File: config.mk
export PLATFORM = sky130hd
export DESIGN_NAME = dc_mmu_responder
export DESIGN_NICKNAME = d
export VERILOG_FILES = /design/src/rtl/dc_mmu_responder.sv
export SDC_FILE = /design/constraint.sdc
export NUM_CORES = 1
export LEC_CHECK = 0
export CAP_MARGIN = 40
export CORE_ASPECT_RATIO = 0.9
export CORE_MARGIN = 1.5
export CORE_UTILIZATION = 41
export CTS_BUF_LIST = sky130_fd_sc_hd__clkbuf_4
export CTS_CLUSTER_DIAMETER = 60
export DETAILED_ROUTE_END_ITERATION = 7
export PLACE_DENSITY = 0.71
export SYNTH_ARGS = -nofsm -noshare
export SYNTH_HDL_FRONTEND = slang
export SYNTH_SLANG_ARGS = --single-unit
File: constraint.sdc
create_clock -name clk -period 6.5 [get_ports clk]
set_input_delay 1.3 -clock clk [delete_from_list [all_inputs] [get_ports clk]]
set_output_delay 1.3 -clock clk [all_outputs]
set_load 0.01 [all_outputs]
File: src/rtl/dc_mmu_responder.sv
// -----------------------------------------------------------------------------
// dc_mmu_responder
//
// MMU-side responder for the data cache. It services three kinds of request
// from the dcache and turns each one into 32-bit beats on one external bus:
//   - dirty-line write-back followed by a line fill (dc_evict together with dc_miss)
//   - a clean line fill (dc_miss alone)
//   - a single uncached IO read or write (io_access)
// Fill data, IO read data and one-cycle ack pulses go back to the dcache.
//
// Ports
//   clk, rst        system clock; synchronous active-high reset
//   dc_miss*        line-fill request, fill line address
//   dc_evict*       write-back request, victim address and victim line data
//   dc_data_fill    assembled fill line, valid while dc_miss_ack is high
//   dc_miss_ack     one-cycle completion pulse for a fill (and its write-back)
//   io_*            uncached request (rw, address, write data)
//   io_rd_data      IO read data, valid while io_ack is high
//   io_ack          one-cycle completion pulse for an IO access
//   bus_*           beat request/handshake toward the memory/IO bus controller
// -----------------------------------------------------------------------------
module dc_mmu_responder #(
  parameter int LINE_W = 128,
  parameter int BUS_W  = 32
) (
  input  logic              clk,
  input  logic              rst,
  input  logic              dc_miss,
  input  logic [31:0]       dc_miss_addr,
  input  logic              dc_evict,
  input  logic [31:0]       dc_evict_addr,
  input  logic [LINE_W-1:0] dc_evict_data,
  output logic [LINE_W-1:0] dc_data_fill,
  output logic              dc_miss_ack,
  input  logic              io_access,
  input  logic              io_rw,
  input  logic [31:0]       io_addr,
  input  logic [31:0]       io_wr_data,
  output logic [31:0]       io_rd_data,
  output logic              io_ack,
  output logic              bus_req,
  output logic              bus_we,
  output logic              bus_io,
  output logic [31:0]       bus_addr,
  output logic [BUS_W-1:0]  bus_wdata,
  input  logic [BUS_W-1:0]  bus_rdata,
  input  logic              bus_ack
);

  localparam int BEATS = LINE_W / BUS_W;
  localparam int CNT_W = $clog2(BEATS);

  typedef enum logic [2:0] {
    IDLE,
    EVICT,
    FILL,
    IO,
    DONE
  } state_t;

  state_t              state;
  logic [CNT_W-1:0]    beat_cnt;
  logic [31:0]         miss_addr_q;
  logic [31:0]         evict_addr_q;
  logic [LINE_W-1:0]   evict_data_q;
  logic [31:0]         io_addr_q;
  logic [BUS_W-1:0]    io_wr_data_q;
  logic                io_rw_q;
  logic                last_beat;
  logic                beat_done;
  logic [31:0]         beat_offset;

  assign last_beat   = (beat_cnt == CNT_W'(BEATS - 1));
  // An ack only counts while a beat is actually being requested.
  assign beat_done   = bus_req && bus_ack;
  assign beat_offset = 32'(beat_cnt) << $clog2(BUS_W / 8);

  // Main controller. Requests are latched on leaving IDLE so the dcache inputs
  // may change freely afterwards. bus_req is raised one cycle after a beat
  // state is entered and is kept high across the EVICT->FILL hand-over so the
  // eight beats of a dirty miss run back to back. Ack pulses default low and
  // are raised for the single DONE cycle that follows the final beat.
  always_ff @(posedge clk) begin
    if (rst) begin
      state        <= IDLE;
      beat_cnt     <= '0;
      bus_req      <= 1'b0;
      dc_miss_ack  <= 1'b0;
      io_ack       <= 1'b0;
      dc_data_fill <= '0;
      io_rd_data   <= '0;
      miss_addr_q  <= '0;
      evict_addr_q <= '0;
      evict_data_q <= '0;
      io_addr_q    <= '0;
      io_wr_data_q <= '0;
      io_rw_q      <= 1'b0;
    end else begin
      dc_miss_ack <= 1'b0;
      io_ack      <= 1'b0;
      case (state)
        IDLE: begin
          bus_req  <= 1'b0;
          beat_cnt <= '0;
          if (io_access) begin
            io_addr_q    <= io_addr;
            io_wr_data_q <= BUS_W'(io_wr_data);
            io_rw_q      <= io_rw;
            state        <= IO;
          end else if (dc_miss) begin
            miss_addr_q  <= dc_miss_addr;
            evict_addr_q <= dc_evict_addr;
            evict_data_q <= dc_evict_data;
            state        <= dc_evict ? EVICT : FILL;
          end
        end
        EVICT: begin
          if (!bus_req) begin
            bus_req <= 1'b1;
          end else if (beat_done) begin
            if (last_beat) begin
              beat_cnt <= '0;
              state    <= FILL;
            end else begin
              beat_cnt <= beat_cnt + 1'b1;
            end
          end
        end
        FILL: begin
          if (!bus_req) begin
            bus_req <= 1'b1;
          end else if (beat_done) begin
            dc_data_fill[beat_cnt*BUS_W +: BUS_W] <= bus_rdata;
            if (last_beat) begin
              beat_cnt    <= '0;
              bus_req     <= 1'b0;
              dc_miss_ack <= 1'b1;
              state       <= DONE;
            end else begin
              beat_cnt <= beat_cnt + 1'b1;
            end
          end
        end
        IO: begin
          if (!bus_req) begin
            bus_req <= 1'b1;
          end else if (beat_done) begin
            if (!io_rw_q) begin
              io_rd_data <= 32'(bus_rdata);
            end
            bus_req <= 1'b0;
            io_ack  <= 1'b1;
            state   <= DONE;
          end
        end
        default: begin
          // DONE: one quiet cycle so the dcache can drop its request.
          bus_req <= 1'b0;
          state   <= IDLE;
        end
      endcase
    end
  end

  // Beat attributes are decoded from registered state only, so they are held
  // steady for the whole time bus_req is high and read as zero when idle.
  always_comb begin
    bus_we    = 1'b0;
    bus_io    = 1'b0;
    bus_addr  = '0;
    bus_wdata = '0;
    case (state)
      EVICT: begin
        bus_we    = 1'b1;
        bus_addr  = evict_addr_q + beat_offset;
        bus_wdata = evict_data_q[beat_cnt*BUS_W +: BUS_W];
      end
      FILL: begin
        bus_addr = miss_addr_q + beat_offset;
      end
      IO: begin
        bus_io    = 1'b1;
        bus_we    = io_rw_q;
        bus_addr  = io_addr_q;
        bus_wdata = io_wr_data_q;
      end
      default: begin
      end
    endcase
  end

endmodule

==> impl_metrics.csv <==
group,metric,value,unit
global_routing,grtUsageMet3,9.34,%
floorplanning,fp.dieArea,44300,µm²
routing,wl_per_cell,19.4,µm
timing,fin_skew,42.9,ps
critical_path,path_cells,"or3b_2 > nand2_1 > nand2_1 > ha_1 > inv_1 > fa_1 > and4b_1 > and3_1 > o221ai_2 > or3_1 > a32o_1 > clkdlybuf4s50_1",
critical_path,crit_required,5200,ps
floorplanning,fp.dieW,222,µm
global_routing,grt_first_pass_wirelength,97300,µm
synthesis,ys_ff_latch,425,
placed_design,hpwlAfterDp,45600,µm
timing,fmax,165,MHz
clocking,hold_buffers,0,
clocking,insertion_delay,840,ps
placed_design,portBuffers,523,
critical_path,path_buf_inv,2,
routing,drt_wl_total,65300,µm
layout,layout-drive-gt1-share,9.27,%
clocking,post-cts-setup-buffer-count,0,
floorplanning,core,42100,µm²
critical_path,critPathMostFrequentCell,"nand2_1",
critical_path,crit_family,"simple AND/OR/NAND/NOR gates",
synthesis,syn_area,17700,µm²
layout,area_delta_synth_final,39.4,%
synthesis,synth.top_cell.area_share,48.2,%
routing,vias,18260,
placed_design,place.gp.congestion,0.938,
placed_design,placed_area,23300,µm²
routing,first_pass_iters,6,
synthesis,syn_avg_cell_area,7.87,µm²
placed_design,dp_cells,3163,
clocking,path_clk_slew,60,ps
timing,min_period,6050,ps
global_routing,top_usage_layer,"met2",
synthesis,async_flop_share,0,%
floorplanning,io_pins,524,
power_and_ir_drop,p_leak,0.00839,µW
synthesis,ys.flop_type,"dfxtp_1",
timing,tns,0,ps
floorplanning,die_h,200,µm
layout,instances_no_fill,3364,
critical_path,cp_slowest_stage_delay,500,ps
floorplanning,initial_core_util,42.0,%
global_routing,grt_use_total,28.2,%
layout,fillers,3900,
layout,final_cell_area,24600,µm²
routing,via_per_inst,5.43,
floorplanning,rows,71,
timing,fin_crit_sh,93.1,%
clocking,cts-root-buf,"clkbuf_4",
clocking,htreeDepth,3,
clocking,cts_buffer_depth,3,
flow_run,drv_cap,0,
critical_path,cp_max_fo,21,
status,status,"finished clean",
clocking,clock_sinks,425,
critical_path,cp_slowest_cell,"or3b_2",
timing,rsz0062_at_grt,"false",
routing,drtIter0Drc,1427,
timing,setup_viol,0,
power_and_ir_drop,max-vdd-ir-drop,0.193,mV
synthesis,synth_nets,2549,
critical_path,start_kind,"register",
critical_path,cp.arrival,4750,ps
global_routing,overflow,0,
synthesis,ys_warn_count,0,
global_routing,grt_use_met2,45.7,%
power_and_ir_drop,p_per_area,291,nW/µm²
clocking,cts_inserted_buffers,108,
hold_path,hold_path.class,"reg2reg",
layout,nNetsFinal,3030,
synthesis,ys_seq_area_share,48.2,%
timing,drv_slew,0,
critical_path,critPathKind,"reg2out",
global_routing,grt_pass1_vias,17130,
synthesis,synthCells,2245,
synthesis,synth_cell_types,61,
timing,relSlewSlack,12.6,%
timing,hold_violations,0,
timing,worstMarginPinSlew,1310,ps
synthesis,synthTopCellsByArea,"dfxtp_1 (48%), nand2_1 (16%), a21oi_1 (12%), nand3_1 (4.1%), mux4_2 (4.1%)",
global_routing,antenna_found_initial,22,
synthesis,synth-edff-count,0,
global_routing,gr-usage-met1,33.5,%
global_routing,grt_max_degree,229,
critical_path,end_kind,"output port",
routing,drc,0,
synthesis,yosys.area.top_type,"dfxtp_1",
routing,drt.antenna.violating_nets,0,
clocking,cts_tree,"yes",
==> final cells by class <==
| cell class | instances | area (µm²) | share of cell area [%] |
|---|---|---|---|
| diodes | 22 | 55.1 | 0.224 |
| clock inverters | 24 | 131 | 0.534 |
| repair buffers | 557 | 5580 | 22.7 |
| multi-input cells | 1625 | 8460 | 34.4 |
| flip-flops and latches | 425 | 8510 | 34.6 |
| well taps | 547 | 684 | 2.78 |
| clock buffers | 155 | 1160 | 4.73 |
| inverters | 9 | 33.8 | 0.137 |
==> layout by cell type, fill, tap and decap left out, types with 27 or more instances in the layout <==
cell type,n
nand2_1,764
clkdlybuf4s50_1,522
a21oi_1,432
dfxtp_1,422
clkbuf_4,155
nand3_1,144
a22o_1,34
mux4_2,32
o21ai_0,28
buf_4,27
==> state kept, by name, indices dropped and copies added (netlist names) <==
signal	count
io_addr_q	32
io_rd_data	32
dc_data_fill	128
evict_data_q	128
io_ack	1
state	3
evict_addr_q	32
dc_miss_ack	1
io_wr_data_q	32
beat_cnt	2
miss_addr_q	32
io_rw_q	1
bus_req	1
==> cells by family after synthesis <==
| logic type | Yosys count | share of synthesized area [%] |
|---|---|---|
| xor+xnor | 11 | 0.545 |
| fa+ha+maj | 10 | 0.737 |
| simple gates | 1003 | 23.6 |
| flops | 425 | 48.2 |
| mux | 58 | 5.60 |
| buf+inv | 195 | 4.18 |
| compound gates | 543 | 17.1 |
==> report_power, final <==
group / total [µW] / switching (µW) / internal (µW)
sequential: 3020 / 165 / 2850
combinational: 1920 / 1200 / 726
clock: 2220 / 1090 / 1120
==> metal layers <==
| metal | share of wire [%] | wire [µm] | vias up |
|---|---|---|---|
| met5 | 0.057 | 37 | - |
| met1 | 40 | 25900 | 8574 |
| li1 | - | - | 8683 |
| met3 | 9.4 | 6150 | 165 |
| met2 | 46 | 30200 | 832 |
| met4 | 4.5 | 2950 | 6 |
==> through the flow <==
| step | power (µW) | hold WS [ps] | worst slack [ps] | util [%] |
|---|---|---|---|---|
| after floorplan | 4190 | 431 | 1440 | - |
| after global placement | 4930 | 438 | 1260 | 55.1 |
| after detailed placement | 4990 | 443 | 1180 | 55.3 |
| after CTS | 7210 | 451 | 207 | 58.3 |
| after global routing | 7540 | 465 | 202 | 58.5 |
| final | 7160 | 450 | 446 | 58.5 |
==> cells in the mapped netlist, drive strengths merged, types with 4 or more instances <==
master  instances
mux4           32
nor4            4
ha              8
a21oi         432
a32o           12
nand2         765
and3            9
mux2            4
o21ai          28
and2            7
dfxtp         425
a22o           34
inv             9
xor2            4
xnor2           7
nor3b           4
nor2           23
clkbuf        171
nand4          14
nor3            8
buf            15
nand3         144
a31oi           6
and4            5
mux2i          22
or3             6
==> worst register-to-register path: stages (launching register included) <==
cell,delay (ps)
dfxtp_2,550
or3b_2,700
buf_4,290
nor2_1,420
and2_1,640
buf_4,380
nand3_1,120
a21oi_1,140
==> timing repair <==
action	4_1_cts	5_1_grt
hold endpoints to repair	0	0
setup endpoints to repair	0	2
resized for setup	0	1
==> final timing paths <==
| path | slack, ps | cells after the start | startpoint | end |
|---|---|---|---|---|
| setup / recovery | 450 | 12 | state[1] | bus_addr[26] |
| hold / removal | 450 | 2 | dc_data_fill[70] | dc_data_fill[70] |
| setup reg to reg | 3180 | 7 | state[1] | dc_data_fill[124] |
| hold reg to reg | 450 | 2 | dc_data_fill[70] | dc_data_fill[70] |
No activity file was read; power rests on OpenSTA's default activity.
